`config.mk`:
```
export PLATFORM = sky130hd
export DESIGN_NAME = npu_job_master
export DESIGN_NICKNAME = d
export VERILOG_FILES = /design/src/rtl/npu_job_master.sv
export SDC_FILE = /design/constraint.sdc
export NUM_CORES = 1
export LEC_CHECK = 0
export BUFFER_PORTS_ARGS = -buffer_cell sky130_fd_sc_hd__buf_2
export CAP_MARGIN = 30
export CORE_ASPECT_RATIO = 1.25
export CORE_UTILIZATION = 52
export CTS_CLUSTER_DIAMETER = 200
export DETAILED_ROUTE_END_ITERATION = 10
export PLACE_DENSITY_LB_ADDON = 0.12
export SLEW_MARGIN = 20
export SYNTH_ARGS = -nofsm -noshare
export SYNTH_HDL_FRONTEND = slang
export SYNTH_SLANG_ARGS = --single-unit
export TNS_END_PERCENT = 100
```
`constraint.sdc`:
```
create_clock -name CLKEXT -period 8.5 [get_ports CLKEXT]
set_input_delay 0.85 -clock CLKEXT [delete_from_list [all_inputs] [get_ports CLKEXT]]
set_output_delay 0.85 -clock CLKEXT [all_outputs]
set_load 0.01 [all_outputs]
```
`src/rtl/npu_job_master.sv`:
```
// Host-side job sequencer for npu_top: loads one job, pulses START, waits for DONE
// under a watchdog, then drains RES_COUNT bytes from the NPU FIFO onto a result stream.
module npu_job_master #(
    parameter int TIMEOUT_CYC = 100,
    parameter int RES_COUNT   = 4
) (
    input  logic        CLKEXT,
    input  logic        RST_GLO,
    input  logic        JOB_VALID,
    output logic        JOB_READY,
    input  logic [31:0] JOB_DATA,
    input  logic [15:0] JOB_BIAS1,
    input  logic [15:0] JOB_BIAS2,
    input  logic [15:0] JOB_SSFR,
    input  logic [15:0] JOB_CON,
    output logic        START,
    output logic [7:0]  DA,
    output logic [7:0]  DB,
    output logic [7:0]  DC,
    output logic [7:0]  DD,
    output logic [15:0] BIAS_N1,
    output logic [15:0] BIAS_N2,
    output logic [15:0] SSFR,
    output logic [15:0] CON_SIG,
    input  logic        DONE,
    input  logic        FIFO_EMPTY,
    input  logic [7:0]  D_OUT,
    output logic        FIFO_RD,
    output logic        RES_VALID,
    input  logic        RES_READY,
    output logic [7:0]  RES_DATA,
    output logic        RES_LAST,
    output logic        JOB_DONE,
    output logic        ERR_TIMEOUT,
    output logic        HOST_BUSY
);

    localparam logic [2:0] S_IDLE  = 3'd0;
    localparam logic [2:0] S_SETUP = 3'd1;
    localparam logic [2:0] S_STRT  = 3'd2;
    localparam logic [2:0] S_WAIT  = 3'd3;
    localparam logic [2:0] S_DRAIN = 3'd4;
    localparam logic [2:0] S_TOUT  = 3'd5;

    localparam logic [15:0] WDOG_TERM = 16'(TIMEOUT_CYC - 1);
    localparam logic [7:0]  RES_CNT   = 8'(RES_COUNT);

    logic [2:0]  state;
    logic [2:0]  state_next;
    logic [15:0] wdog;
    logic [7:0]  popped;
    logic        rd_pending;
    logic        res_valid_q;
    logic        res_last_q;
    logic [7:0]  res_data_q;
    logic        ready_q;
    logic        err_q;
    logic        accept;
    logic        fifo_rd;
    logic        last_accept;
    logic        wdog_term;

    assign accept      = JOB_VALID & ready_q;
    assign wdog_term   = (wdog == WDOG_TERM);
    assign last_accept = (state == S_DRAIN) & res_valid_q & RES_READY & res_last_q;

    // Only one read in flight, and never pop while a result is still waiting on the consumer.
    assign fifo_rd = (state == S_DRAIN) & ~FIFO_EMPTY & ~rd_pending
                   & (~res_valid_q | RES_READY) & (popped < RES_CNT);

    always_comb begin
        state_next = state;
        case (state)
            S_IDLE:  if (accept) state_next = S_SETUP;
            S_SETUP: state_next = S_STRT;
            S_STRT:  state_next = S_WAIT;
            S_WAIT: begin
                if (DONE)           state_next = S_DRAIN;
                else if (wdog_term) state_next = S_TOUT;
            end
            S_DRAIN: begin
                if (last_accept)                state_next = S_IDLE;
                else if (!fifo_rd && wdog_term) state_next = S_TOUT;
            end
            S_TOUT:  state_next = S_IDLE;
            default: state_next = S_IDLE;
        endcase
    end

    always_ff @(posedge CLKEXT or posedge RST_GLO) begin
        if (RST_GLO) begin
            state       <= S_IDLE;
            ready_q     <= 1'b0;
            err_q       <= 1'b0;
            wdog        <= 16'd0;
            popped      <= 8'd0;
            rd_pending  <= 1'b0;
            res_valid_q <= 1'b0;
            res_last_q  <= 1'b0;
            res_data_q  <= 8'd0;
            DA          <= 8'd0;
            DB          <= 8'd0;
            DC          <= 8'd0;
            DD          <= 8'd0;
            BIAS_N1     <= 16'd0;
            BIAS_N2     <= 16'd0;
            SSFR        <= 16'd0;
            CON_SIG     <= 16'd0;
        end else begin
            state   <= state_next;
            // Registered so JOB_READY stays low throughout reset and rises one edge later.
            ready_q <= (state_next == S_IDLE);

            if (accept) begin
                {DA, DB, DC, DD} <= JOB_DATA;
                BIAS_N1 <= JOB_BIAS1;
                BIAS_N2 <= JOB_BIAS2;
                SSFR    <= JOB_SSFR;
                CON_SIG <= JOB_CON;
                err_q   <= 1'b0;
            end else if (state_next == S_TOUT) begin
                err_q   <= 1'b1;
            end

            case (state)
                S_STRT: wdog <= 16'd0;
                S_WAIT: begin
                    if (DONE)                 wdog <= 16'd0;
                    else if (wdog != 16'hFFFF) wdog <= wdog + 16'd1;
                end
                S_DRAIN: begin
                    if (fifo_rd)              wdog <= 16'd0;
                    else if (wdog != 16'hFFFF) wdog <= wdog + 16'd1;
                end
                default: wdog <= wdog;
            endcase

            if (state == S_WAIT && DONE) popped <= 8'd0;
            else if (fifo_rd)            popped <= popped + 8'd1;

            rd_pending <= fifo_rd;

            if (state_next == S_TOUT) begin
                res_valid_q <= 1'b0;
                res_last_q  <= 1'b0;
            end else if (rd_pending) begin
                res_data_q  <= D_OUT;
                res_valid_q <= 1'b1;
                res_last_q  <= (popped == RES_CNT);
            end else if (res_valid_q && RES_READY) begin
                res_valid_q <= 1'b0;
                res_last_q  <= 1'b0;
            end
        end
    end

    assign JOB_READY   = ready_q;
    assign START       = (state == S_STRT);
    assign FIFO_RD     = fifo_rd;
    assign RES_VALID   = res_valid_q;
    assign RES_DATA    = res_data_q;
    assign RES_LAST    = res_last_q;
    assign JOB_DONE    = (state == S_TOUT) | last_accept;
    assign ERR_TIMEOUT = err_q;
    assign HOST_BUSY   = (state != S_IDLE);

endmodule

```
# == Word-level counts from Yosys, hierarchy flattened ==
# Index checks and enable logic that the tools add are counted.
# word_totals
elab_cells,74
inputBits,110
reg_bits,136
output_inout_bits,112
# classes
addsub,2
muxes,19
magnitude_cmp,1
n_reduce_logical,12
eq_ne,9
n_bitwise,14
# op_table
operator,n
2-to-1 mux 16 bit,3
case mux 16 bit (3 select lines),1
"adder 16 x 1 -> 16 bit, second input constant",1
"== test 16 x 7 -> 1 bit, second input constant",1
2-to-1 mux 8 bit,2
"!= test 16 bit, second input constant",1
2-to-1 mux 3 bit,5
case mux 3 bit (5 select lines),1
"== test 3 bit, second input constant",3
nonzero test 3 bit,3
"adder 8 x 1 -> 8 bit, second input constant",1
bitwise AND 1 bit,8
"== test 8 x 3 -> 1 bit, second input constant",1
"< comparator 8 x 3 -> 1 bit, second input constant",1
2-to-1 mux 1 bit,7
"== test 3 x 2 -> 1 bit, second input constant",2
zero test 3 bit,2
inverter 1 bit,4
nonzero test 2 bit,2
"== test 3 x 1 -> 1 bit, second input constant",1
logical AND 1 bit,3
OR 1 bit,2
AND reduction 2 bit,1
zero test 1 bit,1

# == Depth between registers and ports, before layout ==
# logic_depth
depth_word,13
depth_mapped,6
ltp_nobuf,6

# == Least setup slack after synthesis ==
# No wires, ideal clock.
# synth_path
path_type,register to output
start,reg state[1]
end,out FIFO_RD
slack_ps,6225
arrival_time_ps,1425
path_stages_with_launch,5
path_cell_list,dfrtp_1 or3b_1 nor4b_2 nand2_1 inv_1
# synth_between
elab_chain_len,5
# synth_rtl
element,line_no,text
"start, declared",48,logic [2:0] state;
"start signal, assigned",110,state <= state_next;
== test 3 bit,68,assign fifo_rd = (state == S_DRAIN) & ~FIFO_EMPTY & ~rd_pending
bitwise AND 1 bit (2 in a row),68,
bitwise AND 1 bit (2 in a row),69,& (~res_valid_q | RES_READY) & (popped < RES_CNT);
"end, declared",28,"output logic FIFO_RD,"
# No other way between the ends.

# == Worst setup path in the final report ==
# layout_path
start,reg state[0]
end,out FIFO_RD
# Same word-level chain as after synthesis.

==> out/metrics.cfg <==
[cts]
tritoncts.num_buffers=17
cts-root-to-sink-buffers=2
cts_hold_repair.buffers=0
clock_insertion_delay_worst_skew_ns=0.41
post-cts-setup-buffers=0
cts_sinks=136
path_clk_slew_ns=0.05
cts-resized-gates=0
tritoncts=done
cts_max_level=4
cts_root_buffer=sky130_fd_sc_hd__clkbuf_16

[detailed_routing]
post_drt_via_cell_ratio=5.263
drtIter0Drc=186
drt-total-wl_um=13140
avgRoutedWirePerCell_um=17.11
dr.pass1.iters=4
drtAntennaViolNets=0
num_vias=4042
drc=0

[placement]
weighted_congestion_at_the_end_of_routability_driven_global_placement=0.8183
detailed_place_hpwl_um=9201
buffer_ports.inserted=221
worst_slack_at_placement_ns=5.892

[synthesis]
synth.ff_latch_count=136
ys.warnings.count=0
syn-cell-area_sq_mm=0.005509
synth_sequential_area_ratio_pct=61.78
synthesis.area_per_instance_sq_um=13.95
netlist-cell-type-count=46
syn_inst=395
mappedNetlistNets=508

[worst_setup_path]
endpoint_kind=output pin
rr_endpoint=RES_DATA[7]$_DFFE_PP0P_
r2r_cells=5
worstPathArrival_ns=2.13
critical_path.cell_chain=or3b_1, nor4b_2, nand2_1, inv_1, buf_2
crit-reg2reg-launch=state[1]$_DFF_PP0_
crit_path_start=state[0]$_DFF_PP0_
worst_setup_slack_for_register_to_register_paths_ns=6.29
timing.critical_path.slowest_cell_delay_ns=0.49
worstSetupStartpointType=flop
critical_path.top_delay_family=simple AND/OR/NAND/NOR gates
cp_num_buf_inv=2
critical_path_required_ns=7.65
critical_path_class=flop to output pin
critPathSlowestCell=sky130_fd_sc_hd__dfrtp_1
worst-path-max-fanout=12

[worst_hold_path]
worst_hold_path_stage_count=1
worstHoldEndpoint=popped[6]$_DFFE_PP0P_
hold_path_startpoint=popped[6]$_DFFE_PP0P_
hold_class=flop to flop

[global_route]
antenna_violations_before_repair=2
grt_start_max_net_pins=74
grt_use_total_pct=24.25
grt.overflow.total=0
grt_pass1_wl_um=19980
grt_pass1_vias=3957

[timing]
setup_repair_after_global_routing_missed_its_margin=no
setup_viol_count_final=0
slew_headroom_pct=49.53
setup_slack_ns=5.517
worst-slew-pin-transition_ns=0.7570
final.period_utilization_pct=35.10
final_max_slew_viol_count=0
max_clock_freq_mhz=335.2
finalHoldViolations=0
final_period_minus_worst_setup_slack_ns=2.983
skew_ns=0.01269
setup_total_negative_slack_ns=0

[die]
die_width_um=94.06
dieArea_sq_mm=0.01101
floorplan.rows=41
die_h_um=117.1
io_pins=222
floorplan.initialDensity_pct=53.96
core-area_sq_mm=0.01021

[status]
run_status=completed

[power_and_ir_drop]
powerDensity_mw_per_mm2=371.9
irDropWorstVdd_v=0.0001835
power.static_leakage_nw=3.664

[layout]
multiInputGateArea_sq_mm=0.002029
layout.filler_cells=731
area.sequential_sq_mm=0.003403
area_delta_synth_final_pct=34.93
proportion_of_layout_cells_with_a_drive_suffix_above_1_pct=57.99
nNetsFinal=739

[run]
drv_cap=0

-- registers in the layout, summed over array words and instances (netlist names), 3 cells and up --
signal,count
RES_DATA,8
BIAS_N1,16
state,3
DC,8
popped,8
BIAS_N2,16
DA,8
DD,8
CON_SIG,16
wdog,16
SSFR,16
DB,8
-- per-stage QoR --
step | cells | area (sq um) | utilization [%] | power, mW | hold slack, ns
2_1_floorplan | 395 | 5509 | - | 1.596 | 0.4437
3_5_place_dp | 735 | 6775 | 66.37 | 1.999 | 0.4684
6_report | 768 | 7433 | 72.82 | 2.765 | 0.4762
5_1_grt | 768 | 7433 | 72.82 | 2.919 | 0.5083
3_3_place_gp | 734 | 6748 | 66.10 | 1.953 | 0.4603
4_1_cts | 766 | 7403 | 72.52 | 2.791 | 0.4862
-- layer usage --
metal  share of wire (%)  track usage (%)  vias to the layer above
met5               0.099                0                        -
met4                 1.0            8.513                        2
met3                 6.2            7.429                       10
met2                  55            43.99                      151
met1                  37            26.87                     2006
li1                    -                -                     1873
-- worst max-delay path by stage --
| stage | endpoint | slack [ns] | cells after the start |
|---|---|---|---|
| CTS | FIFO_RD | 5.50 | 5 |
| global route | FIFO_RD | 5.36 | 5 |
| global placement | FIFO_RD | 5.91 | 6 |
| floorplan | BIAS_N1[0]$_DFFE_PP0P_ | 4.01 | 1 |
| detailed placement | FIFO_RD | 5.89 | 6 |
| finish | FIFO_RD | 5.52 | 5 |
-- cell usage in the layout, fill, tap and decap left out, drive strengths merged, types with 3 or more instances in the layout --
cell	netlist	layout
a21oi	11	11
a31oi	3	3
and2	8	8
and3	3	3
buf	5	225
bufinv	0	4
clkbuf	8	20
clkinv	0	4
dfrtp	136	136
ha	3	3
inv	8	9
mux2	104	104
mux2i	4	4
nand2	16	16
nand3	10	10
nor2	23	23
nor3	5	5
nor3b	3	3
nor4	5	5
nor4b	3	3
o21ai	5	5
xnor2	7	7
-- report_power, final --
part / internal, mW / switching (mW)
clock: 0.505 / 0.267
combinational: 0.464 / 0.461
sequential: 0.918 / 0.149
-- kinds of logic after synthesis --
group                      Yosys count  share of synthesized area, %
DFF                                136                         61.78
muxes                              108                         21.98
and+or+nand+nor                     89                         8.767
AOI/OAI and AO/OA                   31                         4.156
buffers and inverters               21                         1.522
xor gates and xnor gates             7                         1.113
adders and majority gates            3                        0.6814
-- Yosys cell counts (all sizes together) --
library cell,count,area share [%]
o22ai,1,0.11
nor2,23,1.6
nor2b,2,0.23
o31ai,1,0.14
a21o,2,0.27
ha,3,0.68
a31o,1,0.16
nand3,10,0.91
nand2b,2,0.23
nor4,5,0.57
a21oi,11,1.0
and4,2,0.32
nor3b,3,0.50
clkbuf,8,0.55
and2,8,0.91
nand4,2,0.23
nor4b,3,0.59
mux2,104,21
o22a,2,0.32
or3b,1,0.16
o211a,1,0.18
o2111ai,1,0.16
a31oi,3,0.61
and3,3,0.34
buf,5,0.43
xnor2,7,1.1
dfrtp,136,62
o21ai,5,0.66
a211oi,2,0.36
o311a,1,0.18
or3,2,0.23
or4,2,0.27
mux2i,4,0.73
nand2,16,1.1
inv,8,0.55
nor3,5,0.55
-- final cells by class --
| type | count | share of cell area (%) |
|---|---|---|
| inverters | 8 | 0.4376 |
| clock buffers | 20 | 6.144 |
| repair buffers | 225 | 15.82 |
| flip-flops and latches | 136 | 45.78 |
| diodes | 1 | 0.03366 |
| clock inverters | 11 | 2.306 |
| multi-input cells | 238 | 27.30 |
| well taps | 129 | 2.171 |
Note: power is estimated with default switching activity, not from simulation.
